File: src/rtl/mem_arb_pkg.sv
// mem_arb_pkg: states, owner indices and default parameters shared by the memory port arbiter
`timescale 1ns/1ps
package mem_arb_pkg;
  typedef enum logic [1:0] {IDLE, ACCESS, DONE} state_t;
  localparam int OWN_IF = 0;
  localparam int OWN_DM = 1;
  localparam int OWN_LD = 2;
  localparam int N_OWN = 3;
  localparam int DEF_ADDR_W = 10;
  localparam int DEF_DATA_W = 32;
  localparam int DEF_MEM_LAT = 2;
  localparam int DEF_STARVE_MAX = 4;
endpackage

File: src/rtl/mem_port_arbiter_if.sv
// mem_port_arbiter_if: requester and memory-side signals of the arbiter; ld_* exist only with LOADER_PORT_EN
`timescale 1ns/1ps
interface mem_port_arbiter_if
  import mem_arb_pkg::*;
  #(parameter int ADDR_W = DEF_ADDR_W, parameter int DATA_W = DEF_DATA_W) ();
  logic halted;
  logic if_req, if_gnt, if_rvalid;
  logic [ADDR_W-1:0] if_addr;
  logic dm_req, dm_we, dm_gnt, dm_rvalid;
  logic [ADDR_W-1:0] dm_addr;
  logic [DATA_W-1:0] dm_wdata;
`ifdef LOADER_PORT_EN
  logic ld_req, ld_we, ld_gnt, ld_rvalid;
  logic [ADDR_W-1:0] ld_addr;
  logic [DATA_W-1:0] ld_wdata;
`endif
  logic [DATA_W-1:0] rdata;
  logic mem_en, mem_we;
  logic [ADDR_W-1:0] mem_addr;
  logic [DATA_W-1:0] mem_wdata, mem_rdata;
  logic busy;
  modport slave (
    input halted, if_req, if_addr, dm_req, dm_we, dm_addr, dm_wdata, mem_rdata,
`ifdef LOADER_PORT_EN
    input ld_req, ld_we, ld_addr, ld_wdata,
    output ld_gnt, ld_rvalid,
`endif
    output if_gnt, if_rvalid, dm_gnt, dm_rvalid, rdata, mem_en, mem_we, mem_addr, mem_wdata, busy
  );
  modport master (
    output halted, if_req, if_addr, dm_req, dm_we, dm_addr, dm_wdata, mem_rdata,
`ifdef LOADER_PORT_EN
    output ld_req, ld_we, ld_addr, ld_wdata,
    input ld_gnt, ld_rvalid,
`endif
    input if_gnt, if_rvalid, dm_gnt, dm_rvalid, rdata, mem_en, mem_we, mem_addr, mem_wdata, busy
  );
endinterface

File: src/rtl/mem_arb_pick.sv
// mem_arb_pick: one-hot priority pick ld > dm > if, with a promoted if jumping ahead of dm
`timescale 1ns/1ps
module mem_arb_pick
  import mem_arb_pkg::*;
(
  input  logic [N_OWN-1:0] req,
  input  logic             promote,
  output logic [N_OWN-1:0] win
);
  assign win[OWN_LD] = req[OWN_LD];
  assign win[OWN_DM] = req[OWN_DM] & ~req[OWN_LD] & ~(promote & req[OWN_IF]);
  assign win[OWN_IF] = req[OWN_IF] & ~req[OWN_LD] & (promote | ~req[OWN_DM]);
endmodule

File: src/rtl/mem_port_arbiter.sv
// mem_port_arbiter: serialises fetch/data/loader accesses to a single-port memory; LOADER_PORT_EN adds the ld port
`timescale 1ns/1ps
module mem_port_arbiter
  import mem_arb_pkg::*;
#(
  parameter int ADDR_W     = DEF_ADDR_W,
  parameter int DATA_W     = DEF_DATA_W,
  parameter int MEM_LAT    = DEF_MEM_LAT,
  parameter int STARVE_MAX = DEF_STARVE_MAX
) (
  input logic clk1,
  input logic rst_n,
  mem_port_arbiter_if.slave bus
);
  localparam int SW = STARVE_MAX > 0 ? $clog2(STARVE_MAX + 1) : 1;
  localparam int LW = MEM_LAT > 1 ? $clog2(MEM_LAT) : 1;
  state_t state, nxt_state;
  logic [SW-1:0] starve_cnt, nxt_starve;
  logic [LW-1:0] lat;
  logic [N_OWN-1:0] req, win, gnt, rvalid, owner;
  logic decide, promote, sat, if_live, lat_done;
  logic mem_en, mem_we;
  logic [ADDR_W-1:0] mem_addr;
  logic [DATA_W-1:0] mem_wdata, rdata;
  logic ld_req, ld_we;
  logic [ADDR_W-1:0] ld_addr;
  logic [DATA_W-1:0] ld_wdata;
`ifdef LOADER_PORT_EN
  assign ld_req = bus.ld_req;
  assign ld_we = bus.ld_we;
  assign ld_addr = bus.ld_addr;
  assign ld_wdata = bus.ld_wdata;
  assign bus.ld_gnt = gnt[OWN_LD];
  assign bus.ld_rvalid = rvalid[OWN_LD];
`else
  logic unused_ld;
  assign ld_req = 1'b0;
  assign ld_we = 1'b0;
  assign ld_addr = '0;
  assign ld_wdata = '0;
  assign unused_ld = ^{gnt[OWN_LD], rvalid[OWN_LD]};
`endif
  mem_arb_pick u_pick (.req(req), .promote(promote), .win(win));
  always_ff @(posedge clk1 or negedge rst_n)
    if (!rst_n) state <= IDLE;
    else state <= nxt_state;
  always_comb nxt_state = decide ? (|win ? ACCESS : IDLE) : (lat_done ? DONE : state);
  always_comb begin
    if_live = bus.if_req & ~bus.halted;
    req = '0;
    req[OWN_IF] = if_live;
    req[OWN_DM] = bus.dm_req;
    req[OWN_LD] = ld_req;
    decide = state == IDLE || state == DONE;
    sat = starve_cnt == SW'(STARVE_MAX);
    promote = STARVE_MAX != 0 && sat;
    // the grant cycle still has a stale counter, so it never ends the access
    lat_done = state == ACCESS && !mem_en && lat == '0;
    nxt_starve = !decide ? starve_cnt : (!if_live || win[OWN_IF]) ? '0 : sat ? starve_cnt : starve_cnt + 1'b1;
  end
  always_ff @(posedge clk1 or negedge rst_n) begin
    if (!rst_n) begin
      starve_cnt <= '0;
      lat <= '0;
      gnt <= '0;
      rvalid <= '0;
      owner <= '0;
      mem_en <= 1'b0;
      mem_we <= 1'b0;
      mem_addr <= '0;
      mem_wdata <= '0;
      rdata <= '0;
    end else begin
      starve_cnt <= nxt_starve;
      gnt <= decide ? win : '0;
      mem_en <= decide & |win;
      rvalid <= lat_done ? owner : '0;
      lat <= mem_en ? LW'(MEM_LAT - 1) : (state == ACCESS && lat != '0) ? lat - 1'b1 : lat;
      if (lat_done) rdata <= bus.mem_rdata;
      if (decide && |win) begin
        owner <= win;
        mem_addr <= win[OWN_LD] ? ld_addr : win[OWN_DM] ? bus.dm_addr : bus.if_addr;
        mem_we <= win[OWN_LD] ? ld_we : win[OWN_DM] & bus.dm_we;
        mem_wdata <= win[OWN_LD] ? ld_wdata : bus.dm_wdata;
      end
    end
  end
  assign bus.if_gnt = gnt[OWN_IF];
  assign bus.dm_gnt = gnt[OWN_DM];
  assign bus.if_rvalid = rvalid[OWN_IF];
  assign bus.dm_rvalid = rvalid[OWN_DM];
  assign bus.rdata = rdata;
  assign bus.mem_en = mem_en;
  assign bus.mem_we = mem_we;
  assign bus.mem_addr = mem_addr;
  assign bus.mem_wdata = mem_wdata;
  assign bus.busy = state != IDLE;
endmodule

File: src/flat_wrapper.sv
// flat-port wrapper written by rule: the top's interface ports become plain ports
module mem_port_arbiter_flat import mem_arb_pkg::*;
#(
  parameter int ADDR_W     = DEF_ADDR_W,
  parameter int DATA_W     = DEF_DATA_W,
  parameter int MEM_LAT    = DEF_MEM_LAT,
  parameter int STARVE_MAX = DEF_STARVE_MAX
)
  (clk1, rst_n, bus_halted, bus_if_req, bus_if_addr, bus_dm_req, bus_dm_we, bus_dm_addr, bus_dm_wdata, bus_mem_rdata, bus_if_gnt, bus_if_rvalid, bus_dm_gnt, bus_dm_rvalid, bus_rdata, bus_mem_en, bus_mem_we, bus_mem_addr, bus_mem_wdata, bus_busy);
  mem_port_arbiter_if #(.ADDR_W(ADDR_W), .DATA_W(DATA_W)) bus_i ();
  input logic clk1;
  input logic rst_n;
  input wire logic [$bits(bus_i.halted)-1:0] bus_halted;
  input wire logic [$bits(bus_i.if_req)-1:0] bus_if_req;
  input wire logic [$bits(bus_i.if_addr)-1:0] bus_if_addr;
  input wire logic [$bits(bus_i.dm_req)-1:0] bus_dm_req;
  input wire logic [$bits(bus_i.dm_we)-1:0] bus_dm_we;
  input wire logic [$bits(bus_i.dm_addr)-1:0] bus_dm_addr;
  input wire logic [$bits(bus_i.dm_wdata)-1:0] bus_dm_wdata;
  input wire logic [$bits(bus_i.mem_rdata)-1:0] bus_mem_rdata;
  output wire logic [$bits(bus_i.if_gnt)-1:0] bus_if_gnt;
  output wire logic [$bits(bus_i.if_rvalid)-1:0] bus_if_rvalid;
  output wire logic [$bits(bus_i.dm_gnt)-1:0] bus_dm_gnt;
  output wire logic [$bits(bus_i.dm_rvalid)-1:0] bus_dm_rvalid;
  output wire logic [$bits(bus_i.rdata)-1:0] bus_rdata;
  output wire logic [$bits(bus_i.mem_en)-1:0] bus_mem_en;
  output wire logic [$bits(bus_i.mem_we)-1:0] bus_mem_we;
  output wire logic [$bits(bus_i.mem_addr)-1:0] bus_mem_addr;
  output wire logic [$bits(bus_i.mem_wdata)-1:0] bus_mem_wdata;
  output wire logic [$bits(bus_i.busy)-1:0] bus_busy;
  assign bus_i.halted = bus_halted;
  assign bus_i.if_req = bus_if_req;
  assign bus_i.if_addr = bus_if_addr;
  assign bus_i.dm_req = bus_dm_req;
  assign bus_i.dm_we = bus_dm_we;
  assign bus_i.dm_addr = bus_dm_addr;
  assign bus_i.dm_wdata = bus_dm_wdata;
  assign bus_i.mem_rdata = bus_mem_rdata;
  assign bus_if_gnt = bus_i.if_gnt;
  assign bus_if_rvalid = bus_i.if_rvalid;
  assign bus_dm_gnt = bus_i.dm_gnt;
  assign bus_dm_rvalid = bus_i.dm_rvalid;
  assign bus_rdata = bus_i.rdata;
  assign bus_mem_en = bus_i.mem_en;
  assign bus_mem_we = bus_i.mem_we;
  assign bus_mem_addr = bus_i.mem_addr;
  assign bus_mem_wdata = bus_i.mem_wdata;
  assign bus_busy = bus_i.busy;
  mem_port_arbiter #(.ADDR_W(ADDR_W), .DATA_W(DATA_W), .MEM_LAT(MEM_LAT), .STARVE_MAX(STARVE_MAX)) u_core (.clk1(clk1), .rst_n(rst_n), .bus(bus_i));
endmodule
File: config.mk
export PLATFORM = sky130hd
export DESIGN_NAME = mem_port_arbiter_flat
export DESIGN_NICKNAME = d
export VERILOG_FILES = /design/src/rtl/mem_arb_pkg.sv /design/src/rtl/mem_port_arbiter_if.sv /design/src/rtl/mem_arb_pick.sv /design/src/rtl/mem_port_arbiter.sv /design/src/flat_wrapper.sv
export SDC_FILE = /design/constraint.sdc
export NUM_CORES = 1
export LEC_CHECK = 0
export CORE_UTILIZATION = 30
export DETAILED_ROUTE_END_ITERATION = 6
export SYNTH_ARGS = -nofsm -noshare
export SYNTH_HDL_FRONTEND = slang
export SYNTH_SLANG_ARGS = --single-unit
File: constraint.sdc
create_clock -name clk1 -period 3.2 [get_ports clk1]
set_clock_uncertainty 0.2 [all_clocks]
set_input_delay 0.8 -clock clk1 [delete_from_list [all_inputs] [get_ports clk1]]
set_output_delay 0.8 -clock clk1 [all_outputs]
set_load 0.005 [all_outputs]
# After elaboration in Yosys (flattened, before gate mapping)

Index checks and enable logic that the tools add are counted.

Bitwise operators: 11
Divide/modulo/power cells: 0
Order comparisons: 0
Reductions and logical operators: 14
Multiplexer cells: 10
Add/subtract/negate cells: 2
Equality and inequality tests: 4
Multipliers: 0
Shift operators: 0

Operator list:

| cell                                                                     | count |
|---|---|
| 10-bit two-way mux                                                       | 1 |
| 2-bit two-way mux                                                        | 4 |
| 1-bit AND                                                                | 6 |
| 3-bit two-way mux                                                        | 2 |
| 2-bit nonzero test                                                       | 3 |
| 1-bit logical AND                                                        | 4 |
| 1-bit inverter                                                           | 4 |
| 3-bit by 1-bit adder with 3-bit output (second input constant)           | 1 |
| 3-bit equality test (second input constant)                              | 1 |
| 1-bit two-way mux                                                        | 3 |
| 2-bit by 1-bit equality test with 1-bit output (second input constant)   | 1 |
| 2-bit equality test (second input constant)                              | 1 |
| 1-bit zero test                                                          | 2 |
| 2-bit zero test                                                          | 1 |
| 1-bit logical OR                                                         | 2 |
| 2-bit by 1-bit inequality test with 1-bit output (second input constant) | 1 |
| 2-bit AND reduction                                                      | 1 |
| 2-bit OR reduction                                                       | 1 |
| 1-bit bitwise OR                                                         | 1 |
| 1-bit subtractor (second input constant)                                 | 1 |

Output and inout bits: 81
Input bits: 90
Bits in writable memories: 0
Logic and storage cells: 52
Latch bits: 0
Memories: 0
ROM bits: 0
Register bits: 88

# Logic depth before layout (Yosys ltp)

Word-level depth: 8
Gate-level depth with buffers: 6
Mapped depth without buffers: 5

# Modules after synthesis

Synthesis repeated with hierarchy kept, for this count alone.

Cell total of the unflattened synthesis: 320
Area, all modules: 3787.4 µm²

By module, submodules not included:

| module           | sequential area each (µm²) | instances | area each (µm²) | cells each |
|---|---|---|---|---|
| mem_port_arbiter | 2202.1                     | 1         | 3749.8          | 315 |
| mem_arb_pick     | 0.0                        | 1         | 37.5            | 5 |

# Worst setup path before layout

OpenSTA, ideal clock, no wires.

Path type: input port to flip-flop
From: in bus_if_req
To: reg u_core.mem_wdata[10] (netlist: u_core.bus.mem_wdata[10])
Stages: 5
Required time: 2875 ps
Buffers on the path: 1
Setup slack: 1230 ps
Library setup time: 125 ps
Arrival time: 1645 ps
Path through: nor2b_2 -> o21ai_2 -> inv_2 -> buf_6 -> mux2_2

Cells in the longest elaborated chain, start to end: 6
Elaborated cells on any way between the ends: 7
Classes of those cells: bitwise (5); reduce/logical (2)

Ends and longest elaborated chain:

| item                   | RTL line               | source |
|---|---|---|
| start, declared        | flat_wrapper.sv:14     | `input wire logic [$bits(bus_i.if_req)-1:0] bus_if_req;` |
| 1-bit AND (*)          | mem_port_arbiter.sv:49 | `if_live = bus.if_req & ~bus.halted;` |
| 1-bit AND              | mem_arb_pick.sv:11     | `assign win[OWN_DM] = req[OWN_DM] & ~req[OWN_LD] & ~(promote & req[OWN_IF]);` |
| 1-bit inverter         | mem_arb_pick.sv:11     |  |
| 1-bit AND              | mem_arb_pick.sv:11     |  |
| 2-bit OR reduction (*) | mem_port_arbiter.sv:80 | `if (decide && \|win) begin` |
| 1-bit logical AND (*)  | mem_port_arbiter.sv:80 |  |
| end signal, assigned   | mem_port_arbiter.sv:84 | `mem_wdata <= win[OWN_LD] ? ld_wdata : bus.dm_wdata;` |
| end, declared          | mem_port_arbiter.sv:24 | `logic [DATA_W-1:0] mem_wdata, rdata;` |

Every way passes the cells marked *; elsewhere a longest branch is shown, timed or not.
A chain may end at the register's enable or synchronous reset.

# Worst setup path in the final report

From: reg u_core.state[0]
To: out bus_busy

Cells in the longest elaborated chain, start to end: 1

Ends and longest elaborated chain:

| item                   | RTL line               | source |
|---|---|---|
| start, declared        | mem_port_arbiter.sv:17 | `state_t state, nxt_state;` |
| start signal, assigned | mem_port_arbiter.sv:46 | `else state <= nxt_state;` |
| 2-bit nonzero test     | mem_port_arbiter.sv:97 | `assign bus.busy = state != IDLE;` |
| end, declared          | flat_wrapper.sv:30     | `output wire logic [$bits(bus_i.busy)-1:0] bus_busy;` |

No other way between the ends.

==> impl_metrics.yaml <==
worst_setup_path:
  cpPeakStageDelay_ns: 0.52
  critPathBufInv: 1
  cp-end-kind: "output pin"
  critPathLaunch: "u_core.state[0]"
  crit_fanout: 12
  crit_arrival_ns: 1.67
  r2r_start: "u_core.state[0]"
  start_kind: "flip-flop"
  crit_chain: "or2_2 > clkdlybuf4s50_1"
  critPathSlowestCell: "dfrtp_1"
  crit_family: "flip-flops"
  worstSetupPathType: "flip-flop to output pin"
  cp.required_ns: 2.20
clock_network:
  postCtsSetupRepairBufs: 0
  clock_latency_ns: 0.33
  cts_buffers: 9
  clk_path_buf_depth: 2
  path_clk_slew_ns: 0.06
  cts-resized-gates: 0
  ctsHoldBuffers: 0
  cts_tree: "yes"
  clkSinkCount: 88
  htreeDepth: 3
  clockRootBuffer: "clkbuf_16"
pwr:
  power.density_nw_per_um2: 916
  peakVddDrop_uv: 337
  total_leakage_power_uw: 0.00234
sta:
  fin_setup_tns_ns: 0
  setup_viol_count_final: 0
  fmax_mhz: 374
  post-route-period-util_pct: 83.5
  rsz0062_at_grt: "no"
  tightestPinTransition_ns: 0.691
  finalHoldViolCount: 0
  period_needed_ns: 2.67
  setup_ws_ns: 0.529
  drv_slew: 0
  relSlewSlack_pct: 53.9
floorplan:
  coreArea_sq_um: 11500
  start_util_pct: 31.1
  rows: 39
  dieWidth_microns: 111
  die_h_microns: 111
  die_area_sq_um: 12400
  io_pins: 171
route:
  wl_per_cell_microns: 15.4
  drtPass1Iterations: 6
  antenna_left: 0
  drc: 24
  vias: 2653
  via_per_inst: 4.70
  drtIter0Drc: 135
  wl_microns: 8680
grt:
  grt_pass1_vias: 2879
  grtUsageMet2_pct: 23.1
  overflow: 0
  grt_usage_pct: 14.8
  grt_pass1_wl_microns: 14600
  antenna_found_initial: 0
  grt.busiest_layer: "met2"
  met3_usage_pct: 5.36
  grt_use_met1_pct: 18.4
  grt_max_degree: 47
placement:
  routabilityCongestion: 0.746
  dp_slack_ns: 0.480
  port-buffer-count: 170
  dp_cells: 551
  dpl.hpwl_microns: 6260
logic_synthesis:
  netlist_area_sq_um: 3580
  yosysWarningCount: 0
  syn_area_per_cell_sq_um: 14.4
  synthesis.nets: 341
  synthCells: 249
  ys_seq_area_share_pct: 61.5
  ys_ff_latch: 88
  synthDistinctLibCells: 29
layout:
  drive_above_1_share_pct: 23.7
  final_cell_mix: "clkdlybuf4s50_1, dfrtp_1, mux2_2"
  syn_to_final_growth_pct: 59.7
  finish.utilization_pct: 49.7
  diodes: 0
  nNetsFinal: 511
  final_common_cell: "clkdlybuf4s50_1"
  stdcell_count: 565
status:
  status: "complete, but fails checks"
  violations: "design-rule violations"
hold_path:
  min_path_type: "input port to asynchronous set/reset pin"
run:
  cap_violations: 0
==> metrics by stage <==
| stage | total power, uW | cell area [sq um] | hold WS, ns |
|---|---|---|---|
| after floorplan | 2920 | 3580 | 0.246 |
| after global placement | 4210 | 5420 | 0.267 |
| after detailed placement | 4260 | 5420 | 0.270 |
| after CTS | 5330 | 5720 | 0.279 |
| after global routing | 5560 | 5720 | 0.298 |
| final | 5240 | 5720 | 0.260 |
==> synthesized netlist by cell type <==
cell type | instances | area [sq um]
a21boi_0 | 1 | 7.51
a21o_1 | 1 | 7.51
a22o_1 | 1 | 8.76
a2bb2oi_1 | 10 | 87.6
a31oi_1 | 1 | 6.26
and2_1 | 2 | 12.5
and4b_1 | 1 | 10.0
buf_2 | 4 | 20.0
buf_6 | 6 | 67.6
clkbuf_1 | 6 | 22.5
dfrtp_1 | 88 | 2200
ha_1 | 2 | 25.0
inv_1 | 4 | 15.0
inv_2 | 1 | 3.75
mux2_2 | 64 | 721
mux2i_1 | 1 | 10.0
nand2_1 | 13 | 48.8
nand2b_1 | 2 | 12.5
nand2b_4 | 1 | 13.8
nand3_1 | 2 | 10.0
nor2_1 | 6 | 22.5
nor2b_2 | 1 | 8.76
nor3_1 | 2 | 10.0
nor3_4 | 1 | 16.3
nor3b_1 | 1 | 7.51
o21ai_0 | 15 | 75.1
o21ai_2 | 1 | 8.76
o221a_2 | 10 | 113
or2_2 | 1 | 6.26
==> final timing paths <==
check / to / slack (ns) / cells after the start
min in group clk1: u_core.rvalid[0] / 0.28 / 1
max: bus_busy / 0.53 / 2
max in group asynchronous: u_core.bus.rdata[4] / 1.89 / 2
max reg2reg: u_core.bus.mem_wdata[30] / 1.08 / 5
min reg2reg: u_core.rvalid[0] / 0.28 / 1
min: u_core.bus.mem_addr[8] / 0.26 / 1
==> kinds of logic after synthesis <==
kind of cell / after synthesis / share of synthesized area, %
AOI/OAI and AO/OA: 40 / 8.77
adders and majority gates: 2 / 0.699
buffers and inverters: 21 / 3.60
DFF: 88 / 61.5
muxes: 65 / 20.4
and+or+nand+nor: 33 / 5.00
==> per-layer routing <==
layer | part of all wire, % | vias to the layer above
met2 | 47 | 121
met1 | 41 | 1290
met4 | 1.4 | 0
met3 | 10 | 12
met5 | 0 | -
li1 | - | 1230
==> power breakdown <==
| group | leakage [uW] | switching [uW] | internal (uW) |
|---|---|---|---|
| Sequential | 0.00104 | 296 | 1660 |
| Clock | 0.000143 | 398 | 637 |
| Combinational | 0.00116 | 687 | 1560 |
==> final cells by class <==
class	count	area [sq um]
Tap cell	143	179
Multi-Input combinational cell	140	1250
Clock buffer	11	253
Fill cell	1082	5800
Inverter	5	18.8
Clock inverter	3	42.5
Sequential cell	88	2200
Timing Repair Buffer	175	1770
==> worst reg2reg max path, delay by kind of cell, from the launching register on <==
| kind | cells | cell delay (ns) |
|---|---|---|
| AO/OA/AOI/OAI | 1 | 0.15 |
| multiplexers | 1 | 0.40 |
| flip-flops | 1 | 0.52 |
| buffers and inverters | 3 | 0.73 |
==> sequential cells by signal, summed over array words and instances, names as in the netlist <==
signal and count:
u_core.lat 1, u_core.starve_cnt 3, u_core.owner 2, u_core.bus.mem_we 1, u_core.bus.mem_en 1, u_core.rvalid 2, u_core.bus.rdata 32, u_core.state 2
u_core.bus.mem_wdata 32, u_core.bus.mem_addr 10, u_core.gnt 2
Power figures use the tool's default switching activity.
